**config.mk**
```make
export PLATFORM = sky130hd
export DESIGN_NAME = soc_irq_ctrl
export DESIGN_NICKNAME = d
export VERILOG_FILES = /design/src/rtl/soc_irq_ctrl_reg_pkg.sv /design/src/rtl/soc_irq_prio_enc.sv /design/src/rtl/soc_irq_ctrl.sv
export SDC_FILE = /design/constraint.sdc
export NUM_CORES = 1
export LEC_CHECK = 0
export BUFFER_PORTS_ARGS = -buffer_cell sky130_fd_sc_hd__buf_4
export CAP_MARGIN = 20
export CORE_ASPECT_RATIO = 1.5
export CORE_MARGIN = 4
export CORE_UTILIZATION = 53
export CTS_CLUSTER_DIAMETER = 60
export DETAILED_ROUTE_END_ITERATION = 6
export PLACE_DENSITY = 0.84
export SLEW_MARGIN = 10
export SYNTH_ARGS = -nofsm -noshare
export SYNTH_HDL_FRONTEND = slang
export SYNTH_SLANG_ARGS = --single-unit
export TNS_END_PERCENT = 50
```
**constraint.sdc**
```tcl
create_clock -name ACLK -period 3.6 [get_ports ACLK]
set_input_delay 0.36 -clock ACLK [delete_from_list [all_inputs] [get_ports ACLK]]
set_output_delay 0.36 -clock ACLK [all_outputs]
set_load 0.03 [all_outputs]
```
**src/rtl/soc_irq_ctrl_reg_pkg.sv**
```systemverilog
// Shared register map, response codes and decode helpers for the soc_irq_ctrl
// AXI-Lite interrupt controller.
package soc_irq_ctrl_reg_pkg;

  localparam int IRQ_ID_W = 5;

  localparam logic [31:0] IRQ_ENABLE_OFFSET  = 32'h00;
  localparam logic [31:0] IRQ_TYPE_OFFSET    = 32'h04;
  localparam logic [31:0] IRQ_PENDING_OFFSET = 32'h08;
  localparam logic [31:0] IRQ_RAW_OFFSET     = 32'h0C;
  localparam logic [31:0] IRQ_ACTIVE_OFFSET  = 32'h10;

  localparam logic [1:0] RESP_OKAY   = 2'b00;
  localparam logic [1:0] RESP_SLVERR = 2'b10;

  typedef enum logic [1:0] {
    RD_IDLE,
    RD_ADDR,
    RD_RESP
  } rd_state_e;

  typedef enum logic [2:0] {
    REG_ENABLE,
    REG_TYPE,
    REG_PENDING,
    REG_RAW,
    REG_ACTIVE,
    REG_NONE
  } reg_sel_e;

  // Full-address match: unaligned or unmapped addresses fall through to REG_NONE.
  function automatic reg_sel_e decode_offset(input logic [31:0] addr);
    reg_sel_e sel;
    case (addr)
      IRQ_ENABLE_OFFSET:  sel = REG_ENABLE;
      IRQ_TYPE_OFFSET:    sel = REG_TYPE;
      IRQ_PENDING_OFFSET: sel = REG_PENDING;
      IRQ_RAW_OFFSET:     sel = REG_RAW;
      IRQ_ACTIVE_OFFSET:  sel = REG_ACTIVE;
      default:            sel = REG_NONE;
    endcase
    return sel;
  endfunction

  function automatic logic [31:0] strb_to_mask(input logic [3:0] strb);
    logic [31:0] mask;
    mask = '0;
    for (int b = 0; b < 4; b++) begin
      mask[8*b +: 8] = {8{strb[b]}};
    end
    return mask;
  endfunction

endpackage

```
**src/rtl/soc_irq_prio_enc.sv**
```systemverilog
// Fixed-priority encoder: reports the lowest-numbered set request bit.
module soc_irq_prio_enc
  import soc_irq_ctrl_reg_pkg::*;
#(
  parameter int N_IRQ = 8
) (
  input  logic [N_IRQ-1:0]    req,
  output logic                valid,
  output logic [IRQ_ID_W-1:0] id
);

  // Scan from the top down so the lowest set index is the last one written.
  always_comb begin
    valid = 1'b0;
    id    = '0;
    for (int i = N_IRQ - 1; i >= 0; i--) begin
      if (req[i]) begin
        valid = 1'b1;
        id    = IRQ_ID_W'(i);
      end
    end
  end

endmodule

```
**src/rtl/soc_irq_ctrl.sv**
```systemverilog
// AXI-Lite interrupt controller: per-source level/edge capture into pending
// bits, enable masking and a lowest-index-wins combined interrupt.
module soc_irq_ctrl
  import soc_irq_ctrl_reg_pkg::*;
#(
  parameter int ADDR_WIDTH = 5,
  parameter int DATA_WIDTH = 32,
  parameter int N_IRQ      = 8
) (
  input  logic                    ACLK,
  input  logic                    ARESETN,

  input  logic [ADDR_WIDTH-1:0]   AWADDR,
  input  logic                    AWVALID,
  output logic                    AWREADY,
  input  logic [DATA_WIDTH-1:0]   WDATA,
  input  logic [DATA_WIDTH/8-1:0] WSTRB,
  input  logic                    WVALID,
  output logic                    WREADY,
  output logic [1:0]              BRESP,
  output logic                    BVALID,
  input  logic                    BREADY,

  input  logic [ADDR_WIDTH-1:0]   ARADDR,
  input  logic                    ARVALID,
  output logic                    ARREADY,
  output logic [DATA_WIDTH-1:0]   RDATA,
  output logic [1:0]              RRESP,
  output logic                    RVALID,
  input  logic                    RREADY,

  input  logic [N_IRQ-1:0]        irq_src,
  output logic                    irq_out,
  output logic [IRQ_ID_W-1:0]     irq_id
);

  localparam logic [DATA_WIDTH-1:0] IRQ_MASK = DATA_WIDTH'((64'd1 << N_IRQ) - 64'd1);

  logic                  aw_done;
  logic                  w_done;
  logic [ADDR_WIDTH-1:0] aw_addr_q;
  logic [DATA_WIDTH-1:0] w_data_q;
  logic [3:0]            w_strb_q;
  logic                  wr_go;
  reg_sel_e              wr_sel;
  logic [DATA_WIDTH-1:0] wr_mask;
  logic [DATA_WIDTH-1:0] wr_bits;

  logic [DATA_WIDTH-1:0] enable_q;
  logic [DATA_WIDTH-1:0] type_q;
  logic [DATA_WIDTH-1:0] pending_q;
  logic [N_IRQ-1:0]      src_q;
  logic [DATA_WIDTH-1:0] raw_word;
  logic [DATA_WIDTH-1:0] set_bits;
  logic [DATA_WIDTH-1:0] clr_bits;
  logic [DATA_WIDTH-1:0] active_word;

  rd_state_e             rd_state;
  rd_state_e             rd_next;
  reg_sel_e              rd_sel;
  logic [DATA_WIDTH-1:0] rd_word;
  logic                  rd_err;

  assign wr_go   = aw_done & w_done;
  assign wr_sel  = decode_offset(32'(aw_addr_q));
  assign wr_mask = strb_to_mask(w_strb_q) & IRQ_MASK;
  assign wr_bits = w_data_q & wr_mask;

  // AW and W are captured independently; the commit cycle follows once both are held.
  always_ff @(posedge ACLK or negedge ARESETN) begin
    if (!ARESETN) begin
      AWREADY   <= 1'b0;
      WREADY    <= 1'b0;
      aw_done   <= 1'b0;
      w_done    <= 1'b0;
      aw_addr_q <= '0;
      w_data_q  <= '0;
      w_strb_q  <= '0;
      BVALID    <= 1'b0;
      BRESP     <= RESP_OKAY;
    end else begin
      AWREADY <= AWVALID && !AWREADY && !aw_done && !BVALID;
      WREADY  <= WVALID && !WREADY && !w_done && !BVALID;
      if (AWVALID && AWREADY) begin
        aw_done   <= 1'b1;
        aw_addr_q <= AWADDR;
      end
      if (WVALID && WREADY) begin
        w_done   <= 1'b1;
        w_data_q <= WDATA;
        w_strb_q <= WSTRB;
      end
      if (wr_go) begin
        aw_done <= 1'b0;
        w_done  <= 1'b0;
        BVALID  <= 1'b1;
        BRESP   <= (wr_sel == REG_NONE) ? RESP_SLVERR : RESP_OKAY;
      end else if (BVALID && BREADY) begin
        BVALID <= 1'b0;
      end
    end
  end

  assign raw_word = DATA_WIDTH'(irq_src);
  assign set_bits = ((type_q & raw_word & ~DATA_WIDTH'(src_q)) | (~type_q & raw_word)) & IRQ_MASK;
  assign clr_bits = (wr_go && wr_sel == REG_PENDING) ? wr_bits : '0;

  // Capture runs regardless of ENABLE; a same-cycle set overrides the W1C clear.
  always_ff @(posedge ACLK or negedge ARESETN) begin
    if (!ARESETN) begin
      enable_q  <= '0;
      type_q    <= '0;
      pending_q <= '0;
      src_q     <= '0;
    end else begin
      src_q     <= irq_src;
      pending_q <= (pending_q & ~clr_bits) | set_bits;
      if (wr_go && wr_sel == REG_ENABLE) begin
        enable_q <= (enable_q & ~wr_mask) | wr_bits;
      end
      if (wr_go && wr_sel == REG_TYPE) begin
        type_q <= (type_q & ~wr_mask) | wr_bits;
      end
    end
  end

  soc_irq_prio_enc #(
    .N_IRQ (N_IRQ)
  ) u_prio_enc (
    .req   (pending_q[N_IRQ-1:0] & enable_q[N_IRQ-1:0]),
    .valid (irq_out),
    .id    (irq_id)
  );

  assign active_word = {irq_out, {(DATA_WIDTH-1-IRQ_ID_W){1'b0}}, irq_id};

  always_ff @(posedge ACLK or negedge ARESETN) begin
    if (!ARESETN) begin
      rd_state <= RD_IDLE;
    end else begin
      rd_state <= rd_next;
    end
  end

  always_comb begin
    rd_next = rd_state;
    case (rd_state)
      RD_IDLE: if (ARVALID) rd_next = RD_ADDR;
      RD_ADDR: rd_next = ARVALID ? RD_RESP : RD_IDLE;
      RD_RESP: if (RREADY) rd_next = RD_IDLE;
      default: rd_next = RD_IDLE;
    endcase
  end

  assign ARREADY = (rd_state == RD_ADDR);
  assign RVALID  = (rd_state == RD_RESP);
  assign rd_sel  = decode_offset(32'(ARADDR));

  always_comb begin
    rd_word = '0;
    rd_err  = 1'b0;
    case (rd_sel)
      REG_ENABLE:  rd_word = enable_q;
      REG_TYPE:    rd_word = type_q;
      REG_PENDING: rd_word = pending_q;
      REG_RAW:     rd_word = raw_word;
      REG_ACTIVE:  rd_word = active_word;
      default:     rd_err  = 1'b1;
    endcase
  end

  // Response is latched at the AR handshake and held untouched until RREADY.
  always_ff @(posedge ACLK or negedge ARESETN) begin
    if (!ARESETN) begin
      RDATA <= '0;
      RRESP <= RESP_OKAY;
    end else if (rd_state == RD_ADDR && ARVALID) begin
      RDATA <= rd_word;
      RRESP <= rd_err ? RESP_SLVERR : RESP_OKAY;
    end
  end

endmodule

```
==> impl_results.md <==
* Outcome: finished, final reports clean
* Ant. Diodes at 0
* CTS tree: yes
* Register bit total from synthesis at 64
* Detail Placement HPWL at between 4000 and 5000 um
* Worst-skew pair later-pin latency at 0.34 ns
* Flop2flop setup slack at 1.69 ns
* Hold Crit Class: primary input to asynchronous set/reset pin
* P&R area growth vs syn at 16.7%
* Cells after Synth at roughly 250
* Chip width at around 70 um
* Synth warn at 0
* Startpoint Class: register
* Synth Flop Type: dfrtp_1
* # nets final at roughly 370
* Most frequent cells in the layout: 64 x dfrtp_1, 53 x buf_4, 27 x conb_1, 25 x nand2_1, 22 x mux2_2
* Router iterations before antenna repair at 4
* # rows at 33
* Total wire length at around 6400 um
* Tmin final at just over 2 ns
* Post-cts sizing count at 0
* Worst reg-to-reg path cell count at 4
* CP Data Required Time at between 3 and 4 ns
* Fmax at between 0.4 and 0.5 GHz
* Worst path max stage delay at about 0.41 ns
* Vias per cell at 5.50
* Die H at 101 um
* Sequential element share of the synthesized area at 0.529
* Root buf cell: clkbuf_8
* Setup Crit Path Kind: register to output pin
* Hold Worst Slack at ~0.1 ns
* Routed len/inst at between 15 and 20 um
* Fraction of synthesized cell area taken by the top area cell type at 0.529
* Global-route wire length before repair at approximately 11000 um
* Gr usage total at 0.194
* Commonest non-fill, non-tap cell in the layout: dfrtp_1
* Clock buffer depth at 2
* Antenna violations before repair at 0
* Synthesized cell area at 0.00303 mm^2
* Post-synth EDFFs at 0
* Slew Viols, Final at 0
* Clock Pin Slew Worst Setup and Hold Paths at 0.07 ns
* Port bufs at 53
* Hold bufs inserted after CTS at 0
* Final ANT Viol Nets at 0
* Total gr overflow at 0
* Hold Violations, Final at 0
* RSZ-0062 raised after global routing: false
* Max-slew headroom at 0.483
* Syn_area_per_cell at about 12 um^2
* Setup repair bufs after CTS at 0
* Worst Max-Slew Pin Slew at ~0.78 ns
* Inserted Clock Buffers at 9
* Fraction of layout cells with a size suffix above 1 at 0.344
* DRC viols at 0
* Leading area contributor after synthesis: dfrtp_1
* Starting Density at 0.551
* Post-Route Skew at roughly 0.0088 ns
* Post-synth ARST share at 1.00
* Clk sinks at 64
* Starting DRT DRC Count at 129
* Vias at approximately 2100
* GPL Wtd Cong at approximately 0.78
* H-tree depth at 3
* Slowest cell on crit path: dfrtp_1
* Static Leakage at 1.67 nW
* Max FO, Critical Path at 4
* Setup TNS at 0 ns
* Largest cells by area after synthesis: dfrtp_1 53%, mux2_2 8.2%, buf_4 6.7%, mux2_4 4.0%, a22o_1 3.5%
* Largest net degree at the start of global routing at 65
* Max cap viols at 0
* Core region area at around 0.0055 mm^2
* Worst EP arrival at roughly 1.7 ns
* Worst reg2reg startpoint: aw_addr_q[1]
* Max VDD drop at between 400 and 500 uV
* Period utilization at 0.562
* Yosys cell types at 44
* Vias in the first global route at ~2200
* CP endpoint kind: output pin
* # setup viols final at 0
* I/O pin count at between 100 and 150
* Worst-path cell chain: a22o_1, a211oi_1, buf_4
* PD cells at ~730 mW/mm^2
* DIE AREA at between 0.007 and 0.008 mm^2
metal layers:
metal / track usage / share of wire
met5: 0 / 0
met4: 0.0737 / 0.020
met3: 0.0579 / 0.068
met2: 0.346 / 0.54
met1: 0.218 / 0.37
synthesized netlist by cell type, types with 2 or more instances:
library cell	n
buf_2	2
mux4_2	2
nor2_1	9
a22oi_1	9
o21ai_0	9
nand4_1	2
and3b_1	2
mux2_4	8
nand2b_1	3
mux2i_1	8
inv_1	3
mux2_2	22
nor2b_1	2
buf_6	2
nor4b_1	2
a21oi_1	8
nand2_1	25
buf_4	27
dfrtp_1	64
a22o_1	12
nand3_1	2
and2_1	2
nand2_2	2
cell families (layout without fill, tap and decap cells):
kind of cell / count (synthesis) / after routing / share of synthesized area
AND/OR/NAND/NOR: 61 / 61 / 0.114
buffers and inverters: 35 / 72 / 0.0831
flip-flops: 64 / 64 / 0.529
other: 1 / 27 / 0.00124
AO/OA/AOI/OAI: 47 / 47 / 0.110
multiplexers: 40 / 40 / 0.163
critical path, delay by kind of cell, from the launching register on:
family | cells | cell delay, ns
AOI/OAI and AO/OA | 2 | 0.68
DFF | 1 | 0.41
buffers and inverters | 1 | 0.24
per-stage QoR:
step / instances / total power [mW] / util / setup slack (ns) / cell area [um^2]
3_3_place_gp: 365 / 2.02 / 0.614 / 1.73 / 3370
3_5_place_dp: 365 / 2.07 / 0.614 / 1.70 / 3370
2_1_floorplan: 274 / 1.75 / - / 1.78 / 3130
6_report: 381 / 2.57 / 0.643 / 1.58 / 3530
5_1_grt: 381 / 2.71 / 0.643 / 1.46 / 3530
4_1_cts: 381 / 2.58 / 0.643 / 1.61 / 3530
worst max path at each step:
stage	to	cells past startpoint	startpoint	slack (ns)
floorplan	irq_id[2]	2	pending_q[1]	1.78
global placement	register	4	aw_addr_q[1]	1.73
detailed placement	register	4	aw_addr_q[1]	1.70
CTS	irq_id[2]	3	pending_q[1]	1.61
global route	irq_id[1]	4	pending_q[5]	1.46
finish	irq_id[2]	3	pending_q[1]	1.58
final cells by class:
type	instances	area, um^2
repair buffers	53	398
inverters	3	11.3
clock buffers	9	124
flip-flops and latches	64	1600
fillers	439	1960
multi-input cells	175	1270
well taps	70	87.6
clock inverters	7	38.8
where the power goes:
group	internal [mW]	total (mW)	switching [mW]	leakage (nW)
clock	0.243	0.514	0.271	0.0923
sequential	0.906	1.09	0.182	0.787
combinational	0.431	0.971	0.539	0.793
total	1.58	2.57	0.992	1.67
Note: power is estimated with default switching activity, not from simulation.
